`src/rtl/gray_stream_source.sv`:
```
// gray_stream_source: RGB444 camera stream to 4-bit luma with raster tagging.
// Tracks frame position, flags early start-of-frame, and emits a fixed
// two-cycle-latency stream for the downstream edge filter.
module gray_stream_source #(
   parameter int IMG_W = 640,
   parameter int IMG_H = 480
) (
   input  logic                       clk,
   input  logic                       rst,
   input  logic [11:0]                rgb_in,
   input  logic                       in_valid,
   input  logic                       sof_in,
   output logic [3:0]                 pixel_out,
   output logic                       out_valid,
   output logic                       sof_out,
   output logic                       eol_out,
   output logic                       eof_out,
   output logic [$clog2(IMG_W)-1:0]   col_out,
   output logic [$clog2(IMG_H)-1:0]   row_out,
   output logic                       frame_err,
   output logic [15:0]                frames_done
);

   localparam int CW = $clog2(IMG_W);
   localparam int RW = $clog2(IMG_H);
   localparam logic [CW-1:0] COL_LAST = CW'(IMG_W - 1);
   localparam logic [RW-1:0] ROW_LAST = RW'(IMG_H - 1);

   typedef enum logic {IDLE, ACTIVE} state_t;

   state_t          state_reg, state_next;
   logic [CW-1:0]   col_reg, col_next;
   logic [RW-1:0]   row_reg, row_next;

   logic            accept;
   logic [CW-1:0]   tag_col;
   logic [RW-1:0]   tag_row;
   logic            tag_sof, tag_eol, tag_eof, tag_err;
   logic [7:0]      y_comb;

   logic            s1_valid_reg;
   logic [7:0]      s1_y_reg;
   logic            s1_sof_reg, s1_eol_reg, s1_eof_reg, s1_err_reg;
   logic [CW-1:0]   s1_col_reg;
   logic [RW-1:0]   s1_row_reg;
   logic [7:0]      y_rounded;

   // Weighted luma; weights sum to 16 so the max (240) fits in 8 bits.
   assign y_comb = 8'd5 * {4'd0, rgb_in[11:8]}
                 + 8'd9 * {4'd0, rgb_in[7:4]}
                 + 8'd2 * {4'd0, rgb_in[3:0]};

   // Round to nearest before dropping four bits; 240+8 still fits in 8 bits.
   assign y_rounded = s1_y_reg + 8'd8;

   // Framing FSM: decide acceptance, tag the pixel, advance raster position.
   always_comb begin
      state_next = state_reg;
      col_next   = col_reg;
      row_next   = row_reg;
      accept     = 1'b0;
      tag_col    = col_reg;
      tag_row    = row_reg;
      tag_sof    = 1'b0;
      tag_err    = 1'b0;
      tag_eol    = 1'b0;
      tag_eof    = 1'b0;
      if (in_valid) begin
         if (sof_in) begin
            // ACTIVE is never parked at (0,0), so any sof seen there is early.
            accept  = 1'b1;
            tag_col = '0;
            tag_row = '0;
            tag_sof = 1'b1;
            tag_err = (state_reg == ACTIVE);
         end else if (state_reg == ACTIVE) begin
            accept = 1'b1;
         end
         if (accept) begin
            tag_eol = (tag_col == COL_LAST);
            tag_eof = tag_eol && (tag_row == ROW_LAST);
            if (tag_eof) begin
               state_next = IDLE;
               col_next   = '0;
               row_next   = '0;
            end else if (tag_eol) begin
               state_next = ACTIVE;
               col_next   = '0;
               row_next   = tag_row + RW'(1);
            end else begin
               state_next = ACTIVE;
               col_next   = tag_col + CW'(1);
               row_next   = tag_row;
            end
         end
      end
   end

   // State and raster position registers.
   always_ff @(posedge clk or negedge rst) begin
      if (!rst) begin
         state_reg <= IDLE;
         col_reg   <= '0;
         row_reg   <= '0;
      end else begin
         state_reg <= state_next;
         col_reg   <= col_next;
         row_reg   <= row_next;
      end
   end

   // Stage 1: capture raw luma and the position tags of accepted pixels.
   always_ff @(posedge clk or negedge rst) begin
      if (!rst) begin
         s1_valid_reg <= 1'b0;
         s1_y_reg     <= '0;
         s1_sof_reg   <= 1'b0;
         s1_eol_reg   <= 1'b0;
         s1_eof_reg   <= 1'b0;
         s1_err_reg   <= 1'b0;
         s1_col_reg   <= '0;
         s1_row_reg   <= '0;
      end else begin
         s1_valid_reg <= accept;
         if (accept) begin
            s1_y_reg   <= y_comb;
            s1_sof_reg <= tag_sof;
            s1_eol_reg <= tag_eol;
            s1_eof_reg <= tag_eof;
            s1_err_reg <= tag_err;
            s1_col_reg <= tag_col;
            s1_row_reg <= tag_row;
         end
      end
   end

   // Stage 2: drive outputs; side outputs hold across gaps, frame_err pulses.
   always_ff @(posedge clk or negedge rst) begin
      if (!rst) begin
         out_valid   <= 1'b0;
         pixel_out   <= '0;
         sof_out     <= 1'b0;
         eol_out     <= 1'b0;
         eof_out     <= 1'b0;
         col_out     <= '0;
         row_out     <= '0;
         frame_err   <= 1'b0;
         frames_done <= '0;
      end else begin
         out_valid <= s1_valid_reg;
         frame_err <= s1_valid_reg & s1_err_reg;
         if (s1_valid_reg) begin
            pixel_out <= y_rounded[7:4];
            sof_out   <= s1_sof_reg;
            eol_out   <= s1_eol_reg;
            eof_out   <= s1_eof_reg;
            col_out   <= s1_col_reg;
            row_out   <= s1_row_reg;
            if (s1_eof_reg)
               frames_done <= frames_done + 16'd1;
         end
      end
   end

endmodule

```
`config.mk`:
```
export PLATFORM = sky130hd
export DESIGN_NAME = gray_stream_source
export DESIGN_NICKNAME = d
export VERILOG_FILES = /design/src/rtl/gray_stream_source.sv
export SDC_FILE = /design/constraint.sdc
export NUM_CORES = 1
export LEC_CHECK = 0
export BUFFER_PORTS_ARGS = -buffer_cell sky130_fd_sc_hd__buf_2
export CAP_MARGIN = 20
export CORE_MARGIN = 2
export CORE_UTILIZATION = 50
export CTS_CLUSTER_DIAMETER = 100
export CTS_CLUSTER_SIZE = 10
export DETAILED_ROUTE_END_ITERATION = 10
export PLACE_DENSITY = 0.72
export SLEW_MARGIN = 20
export SYNTH_ARGS = -nofsm -noshare
export SYNTH_HDL_FRONTEND = slang
export SYNTH_SLANG_ARGS = --single-unit
```
`constraint.sdc`:
```
create_clock -name clk -period 2.4 [get_ports clk]
set_clock_uncertainty 0.2 [all_clocks]
set_input_delay 0.24 -clock clk [delete_from_list [all_inputs] [get_ports clk]]
set_output_delay 0.24 -clock clk [all_outputs]
set_load 0.02 [all_outputs]
```
==> results.ini, run 1 <==
[cts]
clock_latency_ns = 0.36
cts_buffers = 9
post_cts_buffers = 0
clock-sinks = 93
path_clk_slew_ns = 0.09
root_buffer = clkbuf_8
h-tree-depth = 3
clockBufferDepth = 2
cts_tree = yes

[die]
die_area_um2 = 10100
initial_core_util_pct = 50.9
core-area_um2 = 9150
io_pins = 60
dieHeight_um = 101
die_w_um = 101
rows = 35

[setup_path]
startpoint_type = input pin
crit_type = input pin to flop
cp.required_ns = 2.45
cp_max_fo = 2
end_kind = flop
cp.arrival_ns = 2.81

[logic_synthesis]
ys_async_sr_fraction_pct = 100
synth-edff-count = 0
synth_seq_area_share_pct = 49.9
synth_fp_nets = 483
synth-seq-cells = 93
synthFlopType = dfrtp_1
yosys-top-cells-area = dfrtp_1, mux2_2, ha_1, inv_1, a2bb2oi_1
synth_area_um2 = 4660
synthCells = 439
synth_top_area_share_pct = 49.9
syn-mean-instance-area_um2 = 10.6
yosysTopAreaCell = dfrtp_1
ys_warn_count = 0
synth_cell_types = 46
synth_common_cells = dfrtp_1, inv_1, nand2_1, o21ai_0, mux2_2
yosysMostFrequentCell = dfrtp_1

[power_and_ir_drop]
power_leakage_nw = 2.73
p_sw_mw = 1.03
p_seq_share_pct = 47.2
power.total_mw = 3.76
power.density_nw_per_um2 = 668
swShare_pct = 27.5
ir_drop_mv = 0.360
p_clk_share_pct = 30.7
combinationalPowerShare_pct = 22.1
intPower_mw = 2.72

[global_routing]
grt_pass1_vias = 3396
grt_antenna_before_repair = 0
grt_usage_pct = 19.3
overflow = 0
grt_first_pass_wirelength_um = 15600
grt_max_degree = 57

[worst_hold_path]
hp-class = input pin to flop

[finish]
drive_gt1_share_pct = 28.2
largest_reg_flops = 16
fillerInstances = 775
diodes = 0
syn_to_final_growth_pct = 20.6
top_register = frames_done
final_cells = 636
layout.nets = 565

[sta]
slew-limit-headroom_pct = 66.2
period_minus_slack_ns = 2.77
finalSetupViolations = 5
timing.fmax_mhz = 361
worst_hold_slack_ns = 0.0779
worst_slack_ns = -0.367
hold_viol = 0
grt_setup_unrepaired = yes
fin_crit_sh_pct = 115
tightest_slew_ns = 0.507
tns_ns = -1.20
maxSlewViolCount = 0

[placed_design]
place_congestion = 0.868
dp_slack_ns = -0.822
dp_hpwl_um = 6740
port_buffers = 59
placed_cells = 620

[route]
drc = 0
antenna_left = 0
first_pass_iters = 4
routed_wl_um = 9050
avgRoutedWirePerCell_um = 14.2
post_drt_via_cell_ratio = 5.45
drtIter0Drc = 153
vias = 3466

[outcome]
outcome = finished with violations
violations = negative setup slack

[job]
drv_cap = 0

==> stage by stage <==
step | instance area, µm² | utilization, %
after detailed placement | 5350 | 58.5
after CTS | 5610 | 61.3
final | 5620 | 61.4
after global routing | 5620 | 61.4
after floorplan | 4750 | -
after global placement | 5350 | 58.5
==> worst max-delay path, stage by stage <==
cell,delay (ns)
buf_8,0.10
ha_4,0.23
ha_4,0.27
inv_2,0.04
fa_2,0.43
fa_1,0.50
inv_2,0.06
ha_4,0.14
a21o_1,0.18
a31o_4,0.22
o31ai_4,0.17
xor2_1,0.16
o21ai_1,0.07
==> cell type report <==
type	instances	area (µm²)	share of cell area [%]
Clock inverter	3	68.8	1.22
Tap cell	111	139	2.47
Timing Repair Buffer	92	577	10.3
Inverter	45	169	3.01
Clock buffer	12	155	2.76
Multi-Input combinational cell	280	2180	38.9
Sequential cell	93	2330	41.4
==> placed cells by master, fill, tap and decap left out, types with 3 or more instances in the layout <==
cell       synthesis  layout
inv_2              0       3
nor3_1             5       5
a21o_1             3       3
ha_4               0       5
nor2b_1            7       7
o22ai_1           19      19
ha_1              20      15
o31ai_1            5       4
nand2_1           38      38
fa_1               8       6
nand4_1            5       5
and2_1             4       4
a2bb2oi_1         19      19
a31oi_1            3       3
a21oi_1           10       9
nand3_1           16      16
inv_1             45      42
o21ai_0           25      23
nand4b_1           3       3
xor2_1             7       7
a22o_1             3       3
clkbuf_8           0      11
o21ai_1            4       5
buf_4              0      32
xnor2_1           15      14
dfrtp_1           93      93
mux2_2            23      23
buf_2              0      56
nor2_1            13      13
o211ai_1           4       4
==> power by group through the flow <==
| stage | combinational, mW | clock, mW | sequential, mW |
|---|---|---|---|
| 2_1_floorplan | 0.484 | 0 | 1.85 |
| 3_3_place_gp | 0.780 | 0 | 1.80 |
| 3_5_place_dp | 0.815 | 0 | 1.81 |
| 4_1_cts | 0.829 | 1.18 | 1.78 |
| 5_1_grt | 0.938 | 1.25 | 1.80 |
| 6_report | 0.829 | 1.15 | 1.77 |
==> logic make-up after synthesis <==
group | after synthesis | share of synthesized area [%]
xor gates and xnor gates | 22 | 4.13
adders and majority gates | 28 | 8.80
buffers and inverters | 66 | 5.47
DFF | 93 | 49.9
and+or+nand+nor | 107 | 11.9
muxes | 24 | 5.77
AOI/OAI and AO/OA | 99 | 14.0
==> final timing paths <==
path / cells past startpoint / slack [ns] / endpoint / from
max: 13 / -0.37 / s1_y_reg[7] / rgb_in[9]
min: 3 / 0.08 / col_reg[0] / in_valid
max reg2reg: 7 / 0.22 / row_reg[8] / col_reg[0]
min reg2reg: 1 / 0.28 / frames_done[15] / frames_done[15]
max in group asynchronous: 3 / 1.15 / row_reg[8] / rst
min in group asynchronous: 2 / 0.19 / frames_done[6] / rst
==> routing by layer <==
layer | wire length, µm | up-vias | global-route usage [%]
met5 | 0 | - | 0
met4 | 92 | 0 | 5.06
met3 | 287 | 7 | 4.37
met2 | 4480 | 60 | 31.7
met1 | 4190 | 1709 | 25.9
li1 | - | 1690 | -
==> what timing repair did <==
action	CTS	global route
hold buffers	1	0
endpoints found under the setup margin	5	5
gates resized for setup	4	2
hold endpoints to repair	37	0
pin swaps	9	4
Power figures use the tool's default switching activity.
==> inputs of run 2 (changes only) <==
--- a/config.mk
+++ b/config.mk
@@ -6,7 +6,7 @@
 export NUM_CORES = 1
 export LEC_CHECK = 0
 export BUFFER_PORTS_ARGS = -buffer_cell sky130_fd_sc_hd__buf_2
-export CAP_MARGIN = 20
+export CAP_MARGIN = 10
 export CORE_MARGIN = 2
 export CORE_UTILIZATION = 50
 export CTS_CLUSTER_DIAMETER = 100
==> constraint.sdc (replaced) <==
create_clock -name clk -period 3.5 [get_ports clk]
set_clock_uncertainty 0.2 [all_clocks]
set_input_delay 0.35 -clock clk [delete_from_list [all_inputs] [get_ports clk]]
set_output_delay 0.35 -clock clk [all_outputs]
set_load 0.02 [all_outputs]
==> run 2 against run 1 <==
  * Power fell by 38%
  * Core utilization fell by 3.7 points
  * Die area did not move
  * Routed wire length fell by 2.1%
  * Cell count fell by 3.3%
  * The run now ends clean
  * Sequential share of layout area rose by 2.7 points
==> results.ini, run 2 (synthesis results as in run 1) <==
[global_routing]
overflow = 0  ; unchanged
grt_first_pass_wirelength_um = 15300  ; was 15600 µm
grt_pass1_vias = 3307  ; was 3396
grt_max_degree = 71  ; was 57
grt_antenna_before_repair = 0  ; unchanged
grt_usage_pct = 19.0  ; was 19.3%

[sta]
timing.fmax_mhz = 305
period_minus_slack_ns = 3.27
fin_crit_sh_pct = 93.6
maxSlewViolCount = 0  ; unchanged
worst_hold_slack_ns = 0.273  ; was 0.0779 ns
hold_viol = 0  ; unchanged
worst_slack_ns = 0.225  ; was -0.367 ns
slew-limit-headroom_pct = 42.3  ; was 66.2%
tightest_slew_ns = 0.859  ; was 0.507 ns
grt_setup_unrepaired = no  ; was yes
finalSetupViolations = 0  ; was 5

[placed_design]
dp_slack_ns = -0.162  ; was -0.822 ns
place_congestion = 0.814  ; was 0.868
placed_cells = 598  ; was 620
dp_hpwl_um = 6310  ; was 6740 µm
port_buffers = 59  ; unchanged

[route]
post_drt_via_cell_ratio = 5.53  ; was 5.45
vias = 3402  ; was 3466
drtIter0Drc = 158  ; was 153
antenna_left = 0  ; unchanged
drc = 0  ; unchanged
first_pass_iters = 4  ; unchanged
routed_wl_um = 8860  ; was 9050 µm
avgRoutedWirePerCell_um = 14.4  ; was 14.2 µm

[finish]
final_cells = 615  ; was 636
top_register = frames_done  ; unchanged
fin_util_pct = 57.7  ; was 61.4%
diodes = 0  ; unchanged
fillerInstances = 772  ; was 775
layout_commonest_cell = dfrtp_1  ; unchanged
syn_to_final_growth_pct = 13.2  ; was 20.6%
largest_reg_flops = 16  ; unchanged
drive_gt1_share_pct = 22.6  ; was 28.2%
layout.nets = 543  ; was 565
layout_common_cells = dfrtp_1, buf_2, inv_1  ; unchanged

[power_and_ir_drop]
p_sw_mw = 0.713  ; was 1.03 mW
ir_drop_mv = 0.161  ; was 0.360 mV
combinationalPowerShare_pct = 20.2  ; was 22.1%
power.total_mw = 2.34  ; was 3.76 mW
intPower_mw = 1.63  ; was 2.72 mW
power.density_nw_per_um2 = 444  ; was 668 nW/µm²
power_leakage_nw = 2.58  ; was 2.73 nW
p_clk_share_pct = 27.8  ; was 30.7%
p_seq_share_pct = 52.0  ; was 47.2%
swShare_pct = 30.4  ; was 27.5%

[job]
drv_cap = 0  ; unchanged

[die]
io_pins = 60  ; unchanged
initial_core_util_pct = 50.9  ; unchanged
rows = 35  ; unchanged
die_w_um = 101  ; unchanged
dieHeight_um = 101  ; unchanged
core-area_um2 = 9150  ; unchanged
die_area_um2 = 10100  ; unchanged

[setup_path]
end_kind = flop  ; unchanged
cp_max_fo = 2  ; unchanged
crit_type = input pin to flop  ; unchanged
cp.arrival_ns = 3.30  ; was 2.81 ns
regToRegSetupSlack_ns = 0.93  ; was 0.22 ns
cp.required_ns = 3.53  ; was 2.45 ns
startpoint_type = input pin  ; unchanged

[cts]
path_clk_slew_ns = 0.10  ; was 0.09 ns
post_cts_buffers = 0  ; unchanged
root_buffer = clkbuf_8  ; unchanged
clockBufferDepth = 2  ; unchanged
ctsHoldBuffers = 1  ; unchanged
cts_tree = yes  ; unchanged
h-tree-depth = 3  ; unchanged
cts_buffers = 9  ; unchanged
cts_resized = 0  ; was 4
clock-sinks = 93  ; unchanged
clock_latency_ns = 0.36  ; about the same

[outcome]
outcome = complete, no violations  ; was finished with violations

[worst_hold_path]
hp-class = input pin to flop  ; unchanged

==> run 2: cell count changes in the layout (fill, tap and decap cells not counted), moves of 2 or more <==
cell / change
buf_4: -21
ha_1: +5
ha_4: -5
inv_1: +3
inv_2: -3
buf_2: +2
bufinv_16: -2
clkbuf_8: -2
clkinvlp_4: +2
fa_1: +2
fa_2: -2
==> run 2: final timing paths <==
check	startpoint	to	cells past startpoint
min in group asynchronous	rst	frames_done[11]	2
max	rgb_in[4]	s1_y_reg[7]	13
max in group asynchronous	rst	s1_row_reg[5]	3
min	in_valid	col_reg[0]	3
max reg2reg	row_reg[0]	row_reg[6]	7
min reg2reg	frames_done[15]	frames_done[15]	1
==> run 2: power by group through the flow <==
stage | logic [mW] | registers, mW | clock network [mW]
3_3_place_gp | 0.457 | 1.24 | 0
5_1_grt | 0.543 | 1.23 | 0.716
3_5_place_dp | 0.477 | 1.24 | 0
4_1_cts | 0.481 | 1.22 | 0.668
2_1_floorplan | 0.283 | 1.27 | 0
6_report | 0.473 | 1.22 | 0.651
==> run 2: per-stage QoR <==
step                      setup TNS (ns)  instance area, µm²
final                                  0                5280
after global routing                   0                5280
after CTS                              0                5280
after detailed placement          -0.320                5090
after global placement           -0.0418                5090
after floorplan                        0                4660
==> run 2: area by class of cell <==
| type | instances | area, µm² | share of cell area (%) |
|---|---|---|---|
| Clock buffer | 10 | 128 | 2.42 |
| Timing Repair Buffer | 70 | 383 | 7.25 |
| Sequential cell | 93 | 2330 | 44.1 |
| Multi-Input combinational cell | 280 | 2080 | 39.5 |
| Tap cell | 111 | 139 | 2.63 |
| Inverter | 45 | 169 | 3.20 |
| Clock inverter | 6 | 48.8 | 0.925 |
==> run 2: routing by layer <==
| metal | track usage, % | part of all wire (%) |
|---|---|---|
| met1 | 24.9 | 46 |
| met2 | 31.3 | 49 |
| met3 | 4.16 | 3.9 |
| met4 | 6.64 | 1.4 |
| met5 | 0 | 0 |
==> run 2: critical path: stages <==
cell	delay, ns
buf_2	0.11
ha_1	0.30
ha_1	0.30
inv_1	0.06
fa_1	0.50
fa_1	0.54
inv_1	0.06
ha_1	0.20
a21o_1	0.18
a31o_2	0.22
o31ai_1	0.24
xor2_1	0.17
o21ai_0	0.08
